===== config.mk =====
export PLATFORM = sky130hd
export DESIGN_NAME = pdua_int_ctrl
export DESIGN_NICKNAME = d
export VERILOG_FILES = /design/src/rtl/pdua_pkg.sv /design/src/rtl/pdua_prio_enc.sv /design/src/rtl/pdua_int_ctrl.sv
export SDC_FILE = /design/constraint.sdc
export NUM_CORES = 1
export LEC_CHECK = 0
export BUFFER_PORTS_ARGS = -buffer_cell sky130_fd_sc_hd__buf_2
export CORE_UTILIZATION = 35
export DETAILED_ROUTE_END_ITERATION = 8
export GPL_ROUTABILITY_DRIVEN = 1
export MAX_ROUTING_LAYER = met4
export PLACE_DENSITY = 0.68
export SLEW_MARGIN = 30
export SYNTH_ARGS = -nofsm -noshare
export SYNTH_HDL_FRONTEND = slang
export SYNTH_SLANG_ARGS = --single-unit

===== constraint.sdc =====
create_clock -name clk -period 1.65 [get_ports clk]
set_input_delay 0.165 -clock clk [delete_from_list [all_inputs] [get_ports clk]]
set_output_delay 0.165 -clock clk [all_outputs]
set_load 0.005 [all_outputs]

===== src/rtl/pdua_pkg.sv =====
// pdua_pkg: shared types and limits for the PDUA interrupt controller.
// Holds FSM state encoding, channel-count bounds and default vector base.
package pdua_pkg;

  localparam int NUM_CH_MIN = 2;
  localparam int NUM_CH_MAX = 16;

  localparam logic [7:0] VEC_BASE_DEF = 8'hF0;

  typedef enum logic [1:0] {
    ST_IDLE    = 2'd0,
    ST_REQ     = 2'd1,
    ST_SERVICE = 2'd2
  } state_t;

endpackage


===== src/rtl/pdua_prio_enc.sv =====
// pdua_prio_enc: lowest-index-wins priority encoder.
// Ports: req[N] in; idx (index of lowest set bit), vld (any bit set) out.
module pdua_prio_enc #(
  parameter int N = 8,
  parameter int W = $clog2(N)
) (
  input  logic [N-1:0] req,
  output logic [W-1:0] idx,
  output logic         vld
);

  // Scan downward so the lowest set bit is the last write.
  always_comb begin
    idx = '0;
    vld = 1'b0;
    for (int i = N - 1; i >= 0; i--) begin
      if (req[i]) begin
        idx = W'(i);
        vld = 1'b1;
      end
    end
  end

endmodule


===== src/rtl/pdua_int_ctrl.sv =====
// pdua_int_ctrl: prioritized interrupt controller, IDLE->REQ->SERVICE FSM.
// Ports: clk, rst (async low), irq_in, mask_wr/mask_data, int_ack, int_eoi
//   in; int_req, int_vec, int_id, mask_q, busy out.
// Build option PDUA_INT_EDGE_EN: rising-edge pending (ack clears);
//   default build: pending follows the synchronized level.
module pdua_int_ctrl
  import pdua_pkg::*;
#(
  parameter int NUM_CH = 8,
  parameter int VEC_WIDTH = 8,
  parameter logic [VEC_WIDTH-1:0] VEC_BASE =
    VEC_WIDTH'(VEC_BASE_DEF)
) (
  input  logic                      clk,
  input  logic                      rst,
  input  logic [NUM_CH-1:0]         irq_in,
  input  logic                      mask_wr,
  input  logic [NUM_CH-1:0]         mask_data,
  input  logic                      int_ack,
  input  logic                      int_eoi,
  output logic                      int_req,
  output logic [VEC_WIDTH-1:0]      int_vec,
  output logic [$clog2(NUM_CH)-1:0] int_id,
  output logic [NUM_CH-1:0]         mask_q,
  output logic                      busy
);

  localparam int IDW = $clog2(NUM_CH);

  logic [NUM_CH-1:0] sync1;
  logic [NUM_CH-1:0] sync2;
  logic [NUM_CH-1:0] pending;
  logic [NUM_CH-1:0] eligible;

  state_t         state;
  state_t         state_nxt;
  logic [IDW-1:0] id_q;
  logic [IDW-1:0] id_nxt;
  logic [IDW-1:0] win_idx;
  logic           win_vld;
  logic           req_q;

  always_ff @(posedge clk or negedge rst) begin
    if (!rst) begin
      sync1 <= '0;
      sync2 <= '0;
    end else begin
      sync1 <= irq_in;
      sync2 <= sync1;
    end
  end

  always_ff @(posedge clk or negedge rst) begin
    if (!rst) begin
      mask_q <= '1;
    end else if (mask_wr) begin
      mask_q <= mask_data;
    end
  end

`ifdef PDUA_INT_EDGE_EN
  logic [NUM_CH-1:0] sync_d;
  logic [NUM_CH-1:0] clr;

  always_comb begin
    clr = '0;
    if (state == ST_REQ && int_ack) begin
      clr[id_q] = 1'b1;
    end
  end

  // Set wins over a same-cycle ack clear.
  always_ff @(posedge clk or negedge rst) begin
    if (!rst) begin
      sync_d  <= '0;
      pending <= '0;
    end else begin
      sync_d  <= sync2;
      pending <= (pending & ~clr) | (sync2 & ~sync_d);
    end
  end
`else
  assign pending = sync2;
`endif

  assign eligible = pending & ~mask_q;

  pdua_prio_enc #(
    .N (NUM_CH),
    .W (IDW)
  ) u_prio (
    .req (eligible),
    .idx (win_idx),
    .vld (win_vld)
  );

  always_ff @(posedge clk or negedge rst) begin
    if (!rst) begin
      state <= ST_IDLE;
      id_q  <= '0;
      req_q <= 1'b0;
    end else begin
      state <= state_nxt;
      id_q  <= id_nxt;
      req_q <= (state_nxt == ST_REQ);
    end
  end

  // Eligibility is only sampled in IDLE, so masking in REQ cannot
  // withdraw an outstanding request.
  always_comb begin
    state_nxt = state;
    id_nxt    = id_q;
    unique case (state)
      ST_IDLE: begin
        if (win_vld) begin
          state_nxt = ST_REQ;
          id_nxt    = win_idx;
        end
      end
      ST_REQ: begin
        if (int_ack) state_nxt = ST_SERVICE;
      end
      ST_SERVICE: begin
        if (int_eoi) state_nxt = ST_IDLE;
      end
      default: state_nxt = ST_IDLE;
    endcase
  end

  assign int_req = req_q;
  assign int_id  = id_q;
  assign int_vec = VEC_BASE + VEC_WIDTH'(id_q);
  assign busy    = (state != ST_IDLE);

endmodule


### After elaboration in Yosys (flattened, before gate mapping)

Cells that the tools add are included.

* register bits: 30
* logic and storage cells: 35

* muxes and demuxes: 20
* eq/ne operators: 3
* add/subtract/negate cells: 1
* bitwise gates (word level): 2
* reductions and logical operators: 3

Operator list (number)
* 3-bit 2-to-1 mux: 8
* 8-bit bitwise AND: 1
* 1-bit 2-to-1 mux: 8
* 8-bit inverter: 1
* 5-bit by 4-bit adder with 6-bit output (first input constant): 1
* 2-bit 2-to-1 mux: 3
* 2-bit one-hot mux with 3 select lines: 1
* 2-bit by 1-bit == test with 1-bit output (second input constant): 2
* 2-bit == test (second input constant): 1
* 2-bit logical NOT: 1
* 2-bit AND reduction: 1
* 2-bit nonzero test: 1

### Logic depth before layout (Yosys ltp)

* depth in word-level cells: 13
* depth in mapped cells: 4

### Cells and area by module

Synthesis repeated with hierarchy kept, for this count alone.

* cell total of the unflattened synthesis: 82
* area, all modules: 1151.1 um^2

Modules (own cells, without submodules)
* pdua_int_ctrl: seq. area each 760.7 um^2, cells an instance 69, area each 1071.0 um^2, instances 1
* pdua_prio_enc: seq. area each 0.0 um^2, cells an instance 13, area each 80.1 um^2, instances 1

### Least setup slack after synthesis

OpenSTA, ideal clock, no wires.

* path type: flip-flop to flip-flop
* from: register mask_q[3]
* to: register id_q[0] (netlist: int_id[0])
* library setup time: 0.125 ns
* stages on the path, launching flop included: 5
* path buffers: 0
* arrival time: 1.309 ns
* slack: 0.216 ns
* path through: dfstp_2 nand2b_1 nand4_1 o21ai_1 mux2_2

* cells in the longest elaborated chain, start to end: 7

RTL lines
* start, declared: RTL line pdua_int_ctrl.sv:24 `output logic [NUM_CH-1:0] mask_q,`
* start signal, assigned: RTL line pdua_int_ctrl.sv:57 `mask_q <= mask_data;`
* 8-bit inverter (*): RTL line pdua_int_ctrl.sv:86 `assign eligible = pending & ~mask_q;`
* 8-bit bitwise AND (*): RTL line pdua_int_ctrl.sv:86
* 1-bit 2-to-1 mux (4 in a row): RTL line pdua_prio_enc.sv:17 `if (req[i]) begin`
* 2-bit AND reduction (no line)
* end signal, assigned: RTL line pdua_int_ctrl.sv:104 `id_q <= id_nxt;`
* end, declared: RTL line pdua_int_ctrl.sv:37 `logic [IDW-1:0] id_q;`

Mark *: on every way between the ends. The rest lies on a longest branch, timed or not.
A chain may end at the register's enable or synchronous reset.

### Worst setup path in the final report

Ends and elaborated chain as after synthesis.

==> results.cfg <==
[final_layout]
final_nets = 152
fin_area_um2 = 1490
nFillCells = 299
n_antenna_cell = 0
final_layout_size_suffix_gt1_frac = 0.492
area_growth_pct = 29.9
utilization = 0.484
finalNonFillerCells = 176

[clock_tree]
cts_inserted_buffers = 5
clockBufferDepth = 2
cts_tree = yes
cts.sinks = 30
clock_latency_ns = 0.32
cts_setup_buffers = 0
cts_resized = 0
htreeDepth = 2
clkSlewWorstSetupHoldPaths_ns = 0.10
ctsHoldBuffers = 9
root_buffer = clkbuf_4

[route]
first_iter_violations = 13
wire_per_inst_um = 10.6
vias_per_cell = 4.25
num_vias = 748
drtAntennaViolNets = 0
dr.pass1.iters = 3
routed_wl_mm = 1.87
drc = 0

[floorplan]
core_um2 = 3080
die_h_um = 59.2
fp.dieW_um = 59.2
start_util = 0.372
row_count = 20
top_level_ports = 42
die_area_um2 = 3510

[synthesis]
avgSynthCellArea_um2 = 13.6
ys_warn_count = 0
ys_ff_latch = 30
syn_inst = 84
synth_top_area_frac = 0.480
yosysSeqAreaShare = 0.664
synth_area_leader_cell = dfrtp_1
syn_area_um2 = 1150
yosysUniqueCellTypes = 20
synth_area_leaders = dfrtp_1 (48%), dfstp_2 (18%), mux2_2 (8.8%), buf_4 (5.2%), nand2b_4 (3.6%)

[sta]
maxSlewViolCount = 0
relSlewSlack = 0.595
setup_violations = 0
hold_violations = 0
fmax_ghz = 0.648
min_period_ns = 1.54
finalWorstSetupSlack_ns = 0.106
tightest_slew_ns = 0.607
fin_crit_sh = 0.936
fin_setup_tns_ns = 0
grt_setup_unrepaired = false
fin_worst_skew_ns = 0.0118

[grt]
grt_max_degree = 31
grt-ovfl-total = 0
gr-usage-met2 = 0.196
antenna_found_initial = 0
grt_pass1_wl_mm = 3.01
grt_pass1_vias = 690
grtUsageMet1 = 0.136
grt_use_total = 0.128
use_met3 = 0.0524
grt_most_used_layer = met2

[critical_path]
crit_path_start = mask_q[3]
regToRegStartpoint = mask_q[3]
end_kind = flop
startpoint_type = flop
cp.arrival_ns = 1.75
crit_fanout = 4
cp_data_required_time_ns = 1.85
critPathKind = flop to flop

[placement]
pre_cts_ws_ns = 0.145
gp_congestion = 0.827
dpl_cell_area_um2 = 1340
dp_hpwl_mm = 1.37
place_inst = 159
io_buffers = 36

[power_and_ir_drop]
power_leakage_uw = 0.000716
power_density_nw_per_um2 = 1220
max-vdd-ir-drop_mv = 0.660

[run_status]
status = completed

[worst_hold_path]
hold_class = input pin to flop
hp-start = mask_data[1]

[run]
max_cap_violations = 0
==> flip-flops by register name, summed over array words and instances (netlist names) <==
register	cells
sync1	8
pending	8
int_id	3
int_req	1
mask_q	8
state	2
==> metrics by stage <==
stage	hold slack, ns	power [uW]
after floorplan	-0.131	1200
after global placement	0.212	1350
after detailed placement	0.223	1370
after CTS	0.0570	1840
after global routing	0.0475	1940
final	0.0715	1820
==> routing by layer <==
metal  part of all wire  vias up
li1                   -      360
met4              0.012        0
met3              0.057        4
met1               0.44      354
met5                  0        -
met2               0.49       30
==> layout make-up <==
cell class / instances / area (um^2) / area share
Clock inverter: 2 / 12.5 / 0.00840
Timing Repair Buffer: 46 / 278 / 0.187
Multi-Input combinational cell: 46 / 324 / 0.218
Tap cell: 44 / 55.1 / 0.0370
Clock buffer: 6 / 51.3 / 0.0345
Inverter: 2 / 7.51 / 0.00504
Sequential cell: 30 / 761 / 0.511
==> synthesized netlist by cell type, drive strengths merged <==
cell type,count
a22o,1
a31o,1
nor2b,1
and2b,1
nand4,3
dfrtp,22
dfstp,8
conb,2
nand2b,9
o21ai,6
a21oi,4
and3,1
inv,2
buf,9
mux2,9
nand2,3
nor2,2
==> path summary, 6_finish.rpt <==
path | end | slack [ns] | cells after the start
setup reg to reg | int_id[0] | 0.11 | 4
hold / removal | mask_q[1] | 0.07 | 2
setup / recovery | int_id[0] | 0.11 | 4
min in group asynchronous | sync1[3] | 0.37 | 2
hold reg to reg | pending[1] | 0.36 | 0
max in group asynchronous | sync1[2] | 0.87 | 2
==> critical path, cell delays in order, from the launching register on <==
cell,delay (ns)
dfstp_2,0.55
nand2b_1,0.16
nand4_1,0.13
o21ai_1,0.22
mux2_2,0.36
==> layout by cell type (no fill, tap or decap) <==
master,Yosys,routed
a22o_1,1,1
buf_2,1,36
mux2_2,9,9
a31o_1,1,1
nor2b_1,1,1
a21oi_1,4,4
o21ai_0,5,5
dlygate4sd3_1,0,9
clkinvlp_4,0,1
clkbuf_4,0,5
dfstp_2,8,8
o21ai_1,1,1
dfrtp_1,22,22
inv_1,2,2
nand4_1,3,3
clkbuf_8,0,1
buf_4,8,1
nand2_1,3,3
nand2b_1,6,6
conb_1,2,5
clkinv_2,0,1
and3_1,1,1
nor2_1,2,2
nand2b_4,3,3
and2b_1,1,1
==> kinds of logic after synthesis <==
kind of cell,synth area share
multiplexers,0.0884
buffers and inverters,0.0633
AO/OA/AOI/OAI,0.0589
AND/OR/NAND/NOR,0.119
other,0.00655
flip-flops,0.664
==> power by group <==
part / switching (uW) / internal [uW]
combinational: 198 / 234
clock: 246 / 205
sequential: 68.6 / 865
total: 512 / 1300
No activity file was read; power rests on OpenSTA's default activity.
